===== src/rtl/mem_pkg.sv =====
// Shared types for the MEM-stage store buffer.
// Entry layout, match classes and default bus widths.
package mem_pkg;

    localparam int MEM_ADDR_WIDTH = 20;
    localparam int MEM_DATA_WIDTH = 32;
    localparam int MEM_READ_WIDTH = 20;

    typedef struct packed {
        logic [MEM_ADDR_WIDTH-1:0] addr;
        logic [MEM_DATA_WIDTH-1:0] data;
        logic                      is_byte;
    } sb_entry_t;

    typedef enum logic [1:0] {
        NO_MATCH,
        FWD,
        CONFLICT
    } sb_match_e;

endpackage


===== src/rtl/sb_addr_match.sv =====
// Youngest-match search of a load address over the live buffer entries.
// Ports: addrs/byte_en entry fields, head/count live window,
//        req_addr/req_byte load, kind match class, idx youngest hit.
// Macro MEM_STORE_BUFFER_STORE_FWD_EN enables word-to-word FWD class.
module sb_addr_match
    import mem_pkg::*;
#(
    parameter int DEPTH = 4,
    parameter int PW    = $clog2(DEPTH),
    parameter int CW    = PW + 1
) (
    input  logic [MEM_ADDR_WIDTH-1:0] addrs   [DEPTH],
    input  logic                      byte_en [DEPTH],
    input  logic [PW-1:0]             head,
    input  logic [CW-1:0]             count,
    input  logic [MEM_ADDR_WIDTH-1:0] req_addr,
    input  logic                      req_byte,
    output sb_match_e                 kind,
    output logic [PW-1:0]             idx
);

    logic          hit;
    logic          fwd_ok;
    logic [PW-1:0] pos;

    // Walk oldest to youngest so the last hit is the youngest.
    always_comb begin
        hit = 1'b0;
        idx = '0;
        pos = '0;
        for (int i = 0; i < DEPTH; i++) begin
            pos = head + PW'(i);
            if (i < int'(count) &&
                addrs[pos][MEM_ADDR_WIDTH-1:2] ==
                req_addr[MEM_ADDR_WIDTH-1:2]) begin
                hit = 1'b1;
                idx = pos;
            end
        end
    end

    assign fwd_ok = !byte_en[idx] && !req_byte &&
                    (addrs[idx] == req_addr);

    always_comb begin
        kind = NO_MATCH;
        if (hit) begin
            kind = CONFLICT;
`ifdef MEM_STORE_BUFFER_STORE_FWD_EN
            if (fwd_ok) begin
                kind = FWD;
            end
`endif
        end
    end

`ifndef MEM_STORE_BUFFER_STORE_FWD_EN
    logic unused_fwd_ok;
    assign unused_fwd_ok = fwd_ok;
`endif

endmodule


===== src/rtl/mem_store_buffer.sv =====
// MEM-stage store buffer: queues stores, drains them in idle port slots,
// forwards/stalls/reads for loads. Ports: req_* pipeline request with
// req_ready, drain_req flush, empty, ld_valid/ld_data registered load
// result, mem_* single-port data memory. Reset rst is async active-low.
// Macro MEM_STORE_BUFFER_STORE_FWD_EN enables word store-to-load forwarding.
module mem_store_buffer
    import mem_pkg::*;
#(
    parameter int ADDRESS_WIDTH = MEM_ADDR_WIDTH,
    parameter int DATA_WIDTH    = MEM_DATA_WIDTH,
    parameter int READ_WIDTH    = MEM_READ_WIDTH,
    parameter int DEPTH         = 4
) (
    input  logic                     clk,
    input  logic                     rst,
    input  logic                     req_valid,
    output logic                     req_ready,
    input  logic                     req_load,
    input  logic                     req_store,
    input  logic                     req_byte,
    input  logic [ADDRESS_WIDTH-1:0] req_addr,
    input  logic [DATA_WIDTH-1:0]    req_wdata,
    input  logic                     drain_req,
    output logic                     empty,
    output logic                     ld_valid,
    output logic [READ_WIDTH-1:0]    ld_data,
    output logic [ADDRESS_WIDTH-1:0] mem_addr,
    output logic [DATA_WIDTH-1:0]    mem_wdata,
    output logic                     mem_we,
    output logic                     mem_re,
    output logic                     mem_be,
    input  logic [READ_WIDTH-1:0]    mem_rdata
);

    localparam int PW = $clog2(DEPTH);
    localparam int CW = PW + 1;

    sb_entry_t                ent [DEPTH];
    logic [ADDRESS_WIDTH-1:0] e_addr [DEPTH];
    logic                     e_byte [DEPTH];
    logic [PW-1:0]            head;
    logic [PW-1:0]            tail;
    logic [CW-1:0]            count;
    sb_entry_t                hd;
    sb_match_e                m_kind;
    logic [PW-1:0]            m_idx;

    logic is_ld;
    logic is_st;
    logic stall;
    logic full;
    logic ld_mem;
    logic ld_fwd;
    logic push;
    logic pop;

    always_comb begin
        for (int i = 0; i < DEPTH; i++) begin
            e_addr[i] = ent[i].addr;
            e_byte[i] = ent[i].is_byte;
        end
    end

    sb_addr_match #(
        .DEPTH (DEPTH)
    ) u_match (
        .addrs    (e_addr),
        .byte_en  (e_byte),
        .head     (head),
        .count    (count),
        .req_addr (req_addr),
        .req_byte (req_byte),
        .kind     (m_kind),
        .idx      (m_idx)
    );

    assign hd    = ent[head];
    assign empty = (count == '0);
    assign full  = (count == CW'(DEPTH));

    // Load+store together is illegal: accepted but does nothing.
    assign is_ld = req_valid & req_load & ~req_store;
    assign is_st = req_valid & req_store & ~req_load;

    assign stall     = is_ld & (m_kind == CONFLICT);
    assign req_ready = ~drain_req & ~stall;
    assign ld_mem    = is_ld & req_ready & (m_kind == NO_MATCH);
    assign ld_fwd    = is_ld & req_ready & (m_kind == FWD);
    assign push      = is_st & ~drain_req;

    // A load reading memory owns the port; otherwise drain opportunistically.
    assign pop = ~empty & ~ld_mem &
                 (~req_valid | stall | (full & push) | drain_req);

    always_comb begin
        mem_we    = 1'b0;
        mem_re    = 1'b0;
        mem_be    = 1'b0;
        mem_addr  = '0;
        mem_wdata = '0;
        if (ld_mem) begin
            mem_re   = 1'b1;
            mem_addr = req_addr;
            mem_be   = req_byte;
        end else if (pop) begin
            mem_we    = 1'b1;
            mem_addr  = hd.addr;
            mem_wdata = hd.data;
            mem_be    = hd.is_byte;
        end
    end

    // Entry storage is not reset; count alone decides what is live.
    always_ff @(posedge clk) begin
        if (push) begin
            ent[tail] <= {req_addr, req_wdata, req_byte};
        end
    end

    always_ff @(posedge clk or negedge rst) begin
        if (!rst) begin
            head     <= '0;
            tail     <= '0;
            count    <= '0;
            ld_valid <= 1'b0;
            ld_data  <= '0;
        end else begin
            if (push) begin
                tail <= tail + PW'(1);
            end
            if (pop) begin
                head <= head + PW'(1);
            end
            count    <= count + CW'(push) - CW'(pop);
            ld_valid <= ld_mem | ld_fwd;
            if (ld_mem) begin
                ld_data <= mem_rdata;
            end else if (ld_fwd) begin
                ld_data <= ent[m_idx].data[READ_WIDTH-1:0];
            end
        end
    end

endmodule


===== config.mk =====
export PLATFORM = sky130hd
export DESIGN_NAME = mem_store_buffer
export DESIGN_NICKNAME = d
export VERILOG_FILES = /design/src/rtl/mem_pkg.sv /design/src/rtl/sb_addr_match.sv /design/src/rtl/mem_store_buffer.sv
export SDC_FILE = /design/constraint.sdc
export NUM_CORES = 1
export LEC_CHECK = 0
export ABC_AREA = 1
export CORE_ASPECT_RATIO = 0.7
export CORE_MARGIN = 1
export CORE_UTILIZATION = 29
export DETAILED_ROUTE_END_ITERATION = 8
export DONT_BUFFER_PORTS = 1
export PLACE_DENSITY = 0.5
export SYNTH_ARGS = -nofsm -noshare
export SYNTH_HDL_FRONTEND = slang
export SYNTH_HIERARCHICAL = 1
export SYNTH_SLANG_ARGS = --single-unit

===== constraint.sdc =====
create_clock -name clk -period 4.65 [get_ports clk]
set_input_delay 1.1625 -clock clk [delete_from_list [all_inputs] [get_ports clk]]
set_output_delay 1.1625 -clock clk [all_outputs]
set_load 0.01 [all_outputs]

==> impl_metrics.ini <==
[status]
status = complete, but fails checks
violations = DRC, setup timing

[place]
postPlaceCellArea_um2 = 14540
gp_congestion = 0.9253
post-place-ws_ps = 51.97
dp_hpwl_um = 29740
port_buffers = 0
post-place-cells = 2367

[routing]
avgViaCountPerCell = 5.108
drc = 1
final_antenna_net_count = 0
routedWlPerCell_um = 20.34
drt-pass1-iter-count = 9
num_vias = 12591
drt_iter0_drc = 1195
routed_wl_um = 50140

[yosys]
netlist_area_um2 = 13940
synth.distinct_cells = 32
ys.flop_type = edfxtp_1
synth.avg_cell_area_um2 = 7.654
syn_inst = 1821
synthArstFlopShare_pct = 11.67
synth_seq_cells = 240
ys_warn_count = 6
synth_edf_count = 212
ys_seq_area_share_pct = 50.70
synth_nets = 1907

[cts]
cts.clk_slew.worst_paths_ps = 70
clock_sinks = 240
hold_buffers = 0
clockBufferDepth = 3
cts_max_level = 1
cts_root_buf = clkbuf_16
cts_tree = done
clock_latency_ps = 560
cts_made_buffers = 28

[worst_setup_path]
reg2reg_from = head[0]
path_class = reg -> out
rr_worst_depth = 26
required_ps = 3490
critPathArrivalTime_ps = 3640
worstPathMaxFanout = 8
cp-end-kind = primary output
crit_path_end = mem_wdata[23]
critPathLaunchType = register
r2r_slack_ps = 310
startpoint = head[0]
reg2reg_to = count[2]

[sta]
setup_viol = 52
fin_worst_skew_ps = 16.67
max_freq_mhz = 208.2
drv_slew = 0
fin_ws_ps = -154.0
finalHoldViolCount = 0
post-route-period-util_pct = 103.3
tightest_slew_ps = 845.2
finalCriticalPeriod_ps = 4804
rsz0062_at_grt = true
max-slew-margin-rel_pct = 43.59

[finish]
n_fill_cell = 4732
area_growth_pct = 24.26
multi_input_area_um2 = 6774
post-route-cell-area_um2 = 17320
seq_area_um2 = 7074
layout.nets = 1917
final_cell_count_no_fill = 2465
n_antenna_cell = 0
utilization_pct = 36.92
drive_gt1_share_pct = 17.49

[floorplanning]
dieArea_um2 = 48950
core_area_um2 = 46910
start_util_pct = 29.71
rows = 66
fp.dieH_um = 185.4
ios = 157
die_x_um = 264.0

[global_routing]
grt_pass1_wl_um = 72150
first_global_vias = 11504
antenna_found_initial = 0
grt_max_degree = 61
grtUsageTotal_pct = 19.51
grt.overflow.total = 0

[power_and_ir_drop]
power_density_nw_per_um2 = 635.5
ir_worst_vdd_mv = 0.3779
cellLeakagePower_uw = 0.007210

[flow_run]
cap_violations = 0

[hold_path]
min_path_type = in -> async
-- worst max-delay path, cell delays in order, from the launching register on --
cell,delay (ps)
dfrtp_4,540
buf_6,170
nand2_4,80
nand2_8,90
clkbuf_16,180
nand2_4,50
o21ai_2,60
or2_4,260
nand3_2,70
nor2_2,50
nand2_2,90
nor2_4,50
or3_4,400
nand2_2,90
inv_2,40
a21oi_4,210
nand2_8,150
buf_12,210
nand2_8,180
nor2_4,70
-- flip-flops by register name (all words and copies together) (netlist names) --
| signal | cells |
|---|---|
| count | 3 |
| head | 2 |
| ld_valid | 1 |
| ld_data | 20 |
| tail | 2 |
| ent | 212 |
-- report_power, final --
group / internal (uW) / switching, uW / total [uW]
combinational: 2270 / 3870 / 6150
clock: 1320 / 939 / 2260
sequential: 2480 / 124 / 2600
total: 6070 / 4940 / 11000
-- logic make-up (layout without fill, tap and decap cells) --
logic type	Yosys count	in the layout	share of synthesized area [%]
other cells	1	1	0.02691
xor+xnor	11	11	0.6913
compound gates	209	209	7.631
flops	240	240	50.70
fa+ha+maj	7	7	0.6823
buf+inv	214	243	7.308
simple gates	1139	1142	32.96
-- cell usage after synthesis (2+ instances only) --
| cell | n | area share, % |
|---|---|---|
| a21oi_1 | 4 | 0.14 |
| buf_2 | 41 | 1.5 |
| buf_4 | 21 | 1.1 |
| buf_6 | 11 | 0.89 |
| clkbuf_1 | 27 | 0.73 |
| dfrtp_1 | 28 | 5.0 |
| edfxtp_1 | 212 | 46 |
| ha_1 | 6 | 0.54 |
| inv_1 | 110 | 3.0 |
| inv_2 | 2 | 0.054 |
| nand2_1 | 661 | 18 |
| nand2_4 | 3 | 0.24 |
| nand3_1 | 203 | 7.3 |
| nand4_1 | 6 | 0.27 |
| nor2_1 | 255 | 6.9 |
| nor2_2 | 6 | 0.27 |
| o211ai_1 | 4 | 0.22 |
| o21ai_0 | 161 | 5.8 |
| o21ai_1 | 38 | 1.4 |
| xnor2_1 | 2 | 0.13 |
| xor2_1 | 9 | 0.57 |
-- through the flow --
step                      power, uW  hold WS, ps  TNS, ps
after CTS                     10320        259.2    -6397
after detailed placement       6874        545.6        0
after global routing          11680        261.6   -10470
final                         11010        290.3    -4982
after global placement         6830        546.8        0
after floorplan                5826        515.7        0
-- cells in the final DEF (no fill, tap or decap), types with 30 or more instances in the layout --
master and count:
clkbuf_16 40, o21ai_0 150, o21ai_1 37, nand2_2 62, nand2_1 580, edfxtp_1 212, nor2_2 30, inv_1 104
nand3_1 169, nor2_1 212
-- layer usage --
layer	track usage, %	routed length, um	share of wire [%]
met4	5.605	1153	2.3
met1	29.17	23630	47
met5	0	0	0
met2	27.40	20650	41
met3	4.733	4705	9.4
-- how the worst min path moves through the flow --
stage,depth (start not counted),start,endpoint
5_1_grt,0,rst,head[0]
6_report,0,rst,head[0]
3_5_place_dp,2,ld_data[12],ld_data[12]
2_1_floorplan,2,ld_data[16],ld_data[16]
4_1_cts,0,rst,head[0]
3_3_place_gp,2,ld_data[18],ld_data[18]
-- cell type report --
class	count	share of cell area [%]
Sequential cell	240	40.85
Multi-Input combinational cell	1370	39.12
Timing Repair Buffer	77	7.593
Tap cell	612	4.422
Clock buffer	31	4.292
Inverter	114	2.587
Clock inverter	21	1.142
-- what timing repair did --
action,CTS,global route
cloned,16,11
gates resized for setup,117,169
pin swaps,19,51
setup buffers,19,3
setup endpoints to repair,55,56
Note: power is estimated with default switching activity, not from simulation.
